### src/rtl/priority_desk_dispatcher.sv
// Ticket-to-desk dispatcher: priority tickets first with a starvation guard for
// regular tickets, round-robin desk choice, and one call announced every two cycles.
module priority_desk_dispatcher #(
    parameter int NUM_DESKS    = 4,
    parameter int TICKET_W     = 8,
    parameter int STARVE_LIMIT = 3
) (
    input  logic                 Clk,
    input  logic                 Reset_n,
    input  logic [TICKET_W-1:0]  Total_Clients,
    input  logic [TICKET_W-1:0]  Prio_Total,
    input  logic [NUM_DESKS-1:0] Desk_Req,
    output logic [NUM_DESKS-1:0] Desk_Busy,
    output logic [NUM_DESKS-1:0] Desk_Wait,
    output logic                 Call_Valid,
    output logic [2:0]           Call_Desk,
    output logic [TICKET_W-1:0]  Call_Ticket,
    output logic                 Call_Prio,
    output logic                 Done,
    output logic                 Prio_Done
);

    typedef enum logic [1:0] {
        ST_IDLE,
        ST_GRANT,
        ST_ANNOUNCE
    } state_t;

    localparam int                   STARVE_W   = $clog2(STARVE_LIMIT + 2);
    localparam logic [STARVE_W-1:0]  STARVE_MAX = STARVE_W'(STARVE_LIMIT);
    localparam logic [2:0]           LAST_DESK  = 3'(NUM_DESKS - 1);

    state_t                state;
    logic [TICKET_W-1:0]   reg_served;
    logic [TICKET_W-1:0]   prio_served;
    logic [STARVE_W-1:0]   starve_cnt;
    logic [2:0]            rr_ptr;
    logic [NUM_DESKS-1:0]  desk_wait;
    logic [NUM_DESKS-1:0]  desk_busy;

    logic                  reg_avail;
    logic                  prio_avail;
    logic                  reg_resync;
    logic                  prio_resync;
    logic                  work_ready;
    logic                  found;
    logic [2:0]            win_idx;
    logic                  pick_prio;
    logic                  pick_reg;
    logic                  grant_fire;
    logic [TICKET_W-1:0]   reg_next;
    logic [TICKET_W-1:0]   prio_next;

    // A total below its served count means the upstream queue was reset.
    assign reg_resync  = Total_Clients < reg_served;
    assign prio_resync = Prio_Total < prio_served;
    assign reg_avail   = Total_Clients > reg_served;
    assign prio_avail  = Prio_Total > prio_served;
    assign work_ready  = (|desk_wait) && (reg_avail || prio_avail);

    assign reg_next  = reg_served + TICKET_W'(1);
    assign prio_next = prio_served + TICKET_W'(1);

    // Priority wins unless regular tickets have waited through STARVE_LIMIT priority calls.
    assign pick_prio  = prio_avail && !(reg_avail && (starve_cnt == STARVE_MAX));
    assign pick_reg   = !pick_prio && reg_avail;
    assign grant_fire = (state == ST_GRANT) && found && (pick_prio || pick_reg);

    // Round-robin scan: first the desks at or above the pointer, then wrap to the bottom.
    always_comb begin
        // NOTE: combinational blocks use blocking '=' and assign every output a default
        // first, so no path leaves a value unassigned and no latch is inferred.
        found   = 1'b0;
        win_idx = '0;
        for (int d = 0; d < NUM_DESKS; d++) begin
            if (!found && desk_wait[d] && (3'(d) >= rr_ptr)) begin
                found   = 1'b1;
                win_idx = 3'(d);
            end
        end
        for (int d = 0; d < NUM_DESKS; d++) begin
            if (!found && desk_wait[d]) begin
                found   = 1'b1;
                win_idx = 3'(d);
            end
        end
    end

    // Per-desk request latch; the granted desk has its Wait bit set, so its own
    // request pulse can never collide with the grant.
    always_ff @(posedge Clk or negedge Reset_n) begin
        // NOTE: clocked state uses non-blocking '<=' so every register samples
        // pre-edge values regardless of statement order.
        if (!Reset_n) begin
            desk_wait <= '0;
            desk_busy <= '0;
        end else begin
            for (int d = 0; d < NUM_DESKS; d++) begin
                if (grant_fire && (win_idx == 3'(d))) begin
                    desk_wait[d] <= 1'b0;
                    desk_busy[d] <= 1'b1;
                end else if (Desk_Req[d] && !desk_wait[d]) begin
                    desk_wait[d] <= 1'b1;
                    desk_busy[d] <= 1'b0;
                end
            end
        end
    end

    assign Desk_Wait = desk_wait;
    assign Desk_Busy = desk_busy;

    // Dispatch FSM with served counters, starvation counter and registered call bus.
    always_ff @(posedge Clk or negedge Reset_n) begin
        // NOTE: every register here, including the call bus, is cleared by the async
        // reset so an interrupted announce cannot leave a strobe or stale call behind.
        if (!Reset_n) begin
            state       <= ST_IDLE;
            reg_served  <= '0;
            prio_served <= '0;
            starve_cnt  <= '0;
            rr_ptr      <= '0;
            Call_Valid  <= 1'b0;
            Call_Desk   <= '0;
            Call_Ticket <= '0;
            Call_Prio   <= 1'b0;
            Done        <= 1'b0;
            Prio_Done   <= 1'b0;
        end else begin
            Call_Valid <= 1'b0;
            Done       <= 1'b0;
            Prio_Done  <= 1'b0;

            if (reg_resync) begin
                reg_served <= '0;
            end else if (grant_fire && pick_reg) begin
                reg_served <= reg_next;
            end

            if (prio_resync) begin
                prio_served <= '0;
            end else if (grant_fire && pick_prio) begin
                prio_served <= prio_next;
            end

            case (state)
                ST_IDLE: begin
                    if (work_ready) begin
                        state <= ST_GRANT;
                    end
                end

                ST_GRANT: begin
                    if (grant_fire) begin
                        Call_Desk   <= win_idx;
                        Call_Ticket <= pick_prio ? prio_next : reg_next;
                        Call_Prio   <= pick_prio;
                        Call_Valid  <= 1'b1;
                        Done        <= pick_reg;
                        Prio_Done   <= pick_prio;
                        rr_ptr      <= (win_idx == LAST_DESK) ? 3'd0 : win_idx + 3'd1;
                        if (pick_prio && reg_avail) begin
                            starve_cnt <= starve_cnt + STARVE_W'(1);
                        end else begin
                            starve_cnt <= '0;
                        end
                        state <= ST_ANNOUNCE;
                    end else begin
                        state <= ST_IDLE;
                    end
                end

                // Chaining straight back to GRANT keeps one call per two cycles.
                ST_ANNOUNCE: begin
                    state <= work_ready ? ST_GRANT : ST_IDLE;
                end

                default: begin
                    state <= ST_IDLE;
                end
            endcase
        end
    end

endmodule

### config.mk
export PLATFORM = sky130hd
export DESIGN_NAME = priority_desk_dispatcher
export DESIGN_NICKNAME = d
export VERILOG_FILES = /design/src/rtl/priority_desk_dispatcher.sv
export SDC_FILE = /design/constraint.sdc
export NUM_CORES = 1
export LEC_CHECK = 0
export CORE_UTILIZATION = 50
export DETAILED_ROUTE_END_ITERATION = 10
export HOLD_SLACK_MARGIN = 0.08
export PLACE_DENSITY = 0.81
export SYNTH_ARGS = -nofsm -noshare
export SYNTH_HDL_FRONTEND = slang
export SYNTH_SLANG_ARGS = --single-unit
export TNS_END_PERCENT = 100
### constraint.sdc
create_clock -name Clk -period 3.4 [get_ports Clk]
set_clock_uncertainty 0.2 [all_clocks]
set_input_delay 0.51 -clock Clk [delete_from_list [all_inputs] [get_ports Clk]]
set_output_delay 0.51 -clock Clk [all_outputs]
set_load 0.1 [all_outputs]
; ---- Yosys cells after proc, flatten, opt, wreduce, memory -nomap -nowiden
; Index checks and enable logic that the tools add are counted.
[totals]
reg_bits = 47
latchBits = 0
ram_bits = 0
mem_bits_ro = 0
out_inout_bits = 23
wordCells = 139
memories = 0
[classes]
addsub = 4
mul = 0
n_div = 0
n_lt_le_gt_ge = 8
eq_ne = 7
shifts = 0
mux = 48
bitwise = 0
reduce_logical = 53
[op_table]
columns = op, n
row1 = $mux W8, 5
row2 = $mux W1, 32
row3 = $logic_and A1 B1 Y1, 28
row4 = $mux W3, 7
row5 = $add A8 B1 Y8 const B, 2
row6 = $gt A8 B8 Y1, 2
row7 = $lt A8 B8 Y1, 2
row8 = $logic_not A1 Y1, 13
row9 = $reduce_bool A2 Y1, 6
row10 = $eq A3 B2 Y1 const B, 3
row11 = $add A3 B1 Y3 const B, 2
row12 = $ge A1 B3 Y1 const A, 2
row13 = $ge A2 B3 Y1 const A, 2
row14 = $mux W2, 3
row15 = $pmux W2 S3, 1
row16 = $reduce_or A4 Y1, 1
row17 = $eq A3 B1 Y1 const B, 1
row18 = $logic_not A3 Y1, 1
row19 = $eq A2 B1 Y1 const B, 1
row20 = $eq A2 B2 Y1 const B, 1
row21 = $logic_not A2 Y1, 1
row22 = $logic_or A1 B1 Y1, 2
row23 = $ne A2 B2 Y1 const B, 1
row24 = $reduce_and A2 Y1, 1

; ---- Longest topological paths before layout
[logic_depth]
word_depth = 32
mapped_depth = 10
depth_no_buf = 9

; ---- Least setup slack after synthesis
; No wires, ideal clock.
[synth_path]
path_kind = register -> register
start = reg desk_wait[0], in the netlist Desk_Wait[0]
end = reg Call_Desk[0]
arrival_time_ns = 2.240
setup_slack_ns = 0.834
path_stages_with_launch = 6
n_path_buf = 1
synth_period_minus_slack_ns = 2.566
path_cell_list = dfrtp_1 > nor4_1 > nor3b_2 > a21boi_4 > buf_6 > mux2_4
[synth_between]
elab_chain_cells = 29
[synth_rtl]
columns = item, line_no
row1 = "start, declared", 38  ; logic [NUM_DESKS-1:0] desk_wait;
row2 = "start signal, assigned", 95  ; desk_wait <= '0;
row3 = "start signal, assigned by index", 100  ; desk_wait[d] <= 1'b0;
row4 = "start signal, assigned by index", 103  ; desk_wait[d] <= 1'b1;
row5 = $logic_and A1 B1 Y1, 76  ; if (!found && desk_wait[d] && (3'(d) >= rr_ptr)) begin
row6 = $mux W1, 76
row7 = $logic_not A1 Y1, 76
row8 = $logic_and A1 B1 Y1 (2 in a row), 76
row9 = $mux W1, 76
row10 = $logic_not A1 Y1, 76
row11 = $logic_and A1 B1 Y1 (2 in a row), 76
row12 = $mux W1, 76
row13 = [10 not listed], --
row14 = $logic_not A1 Y1, 82  ; if (!found && desk_wait[d]) begin
row15 = $logic_and A1 B1 Y1, 82
row16 = $mux W1, 82
row17 = $logic_not A1 Y1, 82
row18 = $logic_and A1 B1 Y1, 82
row19 = $mux W1, 82
row20 = $logic_and A1 B1 Y1 (2 in a row), 67  ; assign grant_fire = (state == ST_GRANT) && found && (pick_prio || pick_reg);
row21 = $reduce_and A2 Y1 (no source line), --
row22 = "end signal, assigned", 155  ; Call_Desk <= win_idx;
row23 = "end, declared", 16  ; output logic [2:0] Call_Desk,
; Several ways; a longest one is shown, not always the timed one.
; A chain may end at the register's enable or synchronous reset.

; ---- Worst setup path after layout
[layout_path]
start = in Total_Clients[1]
end = reg Call_Ticket[0]
[layout_between]
elab_chain_cells = 9
[layout_rtl]
columns = item, line_no
row1 = "start, declared", 10  ; input logic [TICKET_W-1:0] Total_Clients,
row2 = $gt A8 B8 Y1 (*), 57  ; assign reg_avail = Total_Clients > reg_served;
row3 = $logic_and A1 B1 Y1, 65  ; assign pick_prio = prio_avail && !(reg_avail && (starve_cnt == STARVE_MAX));
row4 = $logic_not A1 Y1, 65
row5 = $logic_and A1 B1 Y1, 65
row6 = $logic_not A1 Y1, 66  ; assign pick_reg = !pick_prio && reg_avail;
row7 = $logic_and A1 B1 Y1, 66
row8 = $logic_or A1 B1 Y1, 67
row9 = $logic_and A1 B1 Y1, 67
row10 = $reduce_and A2 Y1 (no source line), --
row11 = "end signal, assigned", 156  ; Call_Ticket <= pick_prio ? prio_next : reg_next;
row12 = "end, declared", 17  ; output logic [TICKET_W-1:0] Call_Ticket,
; Every way passes the cells marked *; elsewhere a longest branch is shown, timed or not.

==> qor.yml <==
outcome:
  status: "finished, final reports clean"
detailed_routing:
  totalWireLength_um: 5370
  dr.pass1.iters: 4
  vias: 1998
  ant_nets: 0
  drt_iter0_markers: 135
  drc: 0
  viasPerCell: 5.33
  wl_per_cell_um: 14.3
placement:
  io_buffer_count: 43
  gp_congestion: 0.790
  dp_hpwl_um: 4050
  dpl.cell_count: 367
timing:
  period_share_pct: 84.8
  rsz0062_at_grt: "false"
  fin_crit_ps: 2880
  setup_viol: 0
  fin_tns_setup_ps: 0
  max_freq_mhz: 347
  hold_viol: 0
  drv_slew: 0
  fin_hold_ws_ps: 172
  tightestPinTransition_ps: 1010
  max-slew-margin-rel_pct: 32.4
pwr:
  p_leak_nw: 1.48
  max-vdd-ir-drop_mv: 0.574
  powerDensity_mw_per_mm2: 821
clocking:
  cts_hold_buf: 0
  clockBufferDepth: 2
  tritoncts: "built"
  htree_levels: 2
  clkLatencyLatePin_ps: 300
  clock-sinks: 45
  clockRootBuffer: "clkbuf_8"
  cts_resized: 0
  numCtsBuffers: 5
  clk_pin_slew_ps: 90
  post-cts-setup-buffers: 0
synth:
  ys_types: 49
  async_flop_share_pct: 100
  ys.warnings.count: 0
  synth_seq_cells: 45
  seq_area_frac_synth_pct: 42.2
  synth_flop_cell: "dfrtp_1"
  synth.avg_cell_area_sq_um: 10.5
  postSynthCellCount: 254
  synth_area_sq_mm: 0.00267
  synth_nets: 298
  synth_edf_count: 0
global_routing:
  grt_pass1_wl_um: 8590
  gr-total-overflow: 0
  grt_max_degree: 46
  grtUsageTotal_pct: 20.8
  antenna_found_initial: 0
  grt_pass1_vias: 1909
final_layout:
  syn_to_final_growth_pct: 21.9
  finalNonFillerCells: 375
  insertedDiodeCount: 0
  drive_gt1_share_pct: 17.7
  final_nets: 348
  fill_cells: 441
floorplan:
  core_area_sq_mm: 0.00514
  die_height_um: 75.1
  row_count: 26
  start_util_pct: 51.9
  die_width_um: 75.1
  dieArea_sq_mm: 0.00563
  ioPinCount: 45
worst_setup_path:
  ff2ff_path_depth: 8
  cp.required_ps: 3390
  start_kind: "primary input"
  critPathCaptureType: "register"
  worstPathMaxFanout: 23
  crit_arrival_ps: 2870
  path_class: "primary input to register"
hold_path:
  hold_path.class: "primary input to async pin"
job:
  cap_violations: 0
==> layer usage <==
metal  wire (um)  GRT usage (%)  vias to the layer above
met4          80           8.18                        0
met2        2470           32.3                       39
li1            -              -                      996
met5           0              0                        -
met1        2650           28.9                      954
met3         167           3.61                        9
==> critical path, stage by stage <==
cell and delay (ps):
clkdlybuf4s50_1 420, ha_1 310, nor2b_1 150, o211ai_1 100
a21oi_1 320, o21ai_1 230, a21boi_4 280, buf_12 200
mux2_2 340
==> cell families (layout without fill, tap and decap cells) <==
family	after synthesis	after routing	synth area share, %
other cells	1	1	0.141
fa+ha+maj	22	22	10.3
simple gates	70	70	14.5
flops	45	45	42.2
compound gates	47	47	12.5
xor+xnor	17	17	5.58
buf+inv	28	79	4.55
mux	24	24	10.2
==> where the power goes <==
part	internal [mW]	switching [mW]
clock	0.221	0.185
sequential	0.677	0.123
combinational	0.447	1.02
total	1.34	1.33
==> sequential cells by signal, indices dropped and copies added, names as in the netlist <==
signal,count
Call_Ticket,8
prio_served,8
reg_served,8
Desk_Busy,4
Desk_Wait,4
starve_cnt,3
Call_Desk,2
rr_ptr,2
state,2
Call_Prio,1
Call_Valid,1
Done,1
Prio_Done,1
==> synth_stat cells, types with 3 or more instances <==
library cell / count / area share (%)
o21ai_0: 5 / 0.94
inv_1: 24 / 3.4
a22o_1: 3 / 0.98
o211ai_1: 5 / 1.4
mux2_4: 5 / 2.8
a211oi_1: 3 / 0.84
xnor2_1: 16 / 5.3
and3_1: 5 / 1.2
o31ai_1: 5 / 1.4
mux2_2: 5 / 2.1
nor2b_1: 3 / 0.70
mux2i_1: 14 / 5.3
dfrtp_1: 45 / 42
nand2_1: 12 / 1.7
nand3_1: 6 / 1.1
or3_1: 3 / 0.70
nor2_1: 17 / 2.4
nand4_1: 5 / 1.2
nand2b_1: 4 / 0.94
ha_1: 22 / 10
a21oi_1: 12 / 2.3
==> metrics by stage <==
stage          setup WS (ps)  total power, mW  instance area [sq um]  util, %
2_1_floorplan            834             1.93                   2670        -
3_3_place_gp             325             2.24                   3140     61.1
3_5_place_dp             232             2.28                   3140     61.1
4_1_cts                  525             2.69                   3250     63.3
5_1_grt                  425             2.82                   3250     63.3
6_report                 516             2.67                   3250     63.3
==> path summary, 6_finish.rpt <==
kind	from	slack (ps)	end
max	Total_Clients[1]	520	Call_Ticket[0]
min	Reset_n	170	Desk_Busy[0]
max reg2reg	reg_served[5]	670	Call_Ticket[0]
min reg2reg	state[0]	230	state[0]
max in group asynchronous	Reset_n	2190	prio_served[5]
min in group Clk	state[0]	230	state[0]
==> area by class of cell <==
cell class	instances	area, sq um	share of cell area, %
clock buffers	6	72.6	2.23
clock inverters	2	38.8	1.19
inverters	24	90.1	2.77
multi-input cells	181	1420	43.7
flip-flops and latches	45	1130	34.6
well taps	70	87.6	2.69
repair buffers	47	418	12.8
==> cells in the final DEF, fill, tap and decap left out, types with 6 or more instances in the layout <==
master,n
inv_1,24
mux2i_1,14
clkdlybuf4s50_1,22
a21oi_1,12
nand3_1,6
xnor2_1,16
ha_1,22
dfrtp_1,45
nor2_1,17
nand2_1,12
buf_4,23
Power figures use the tool's default switching activity.
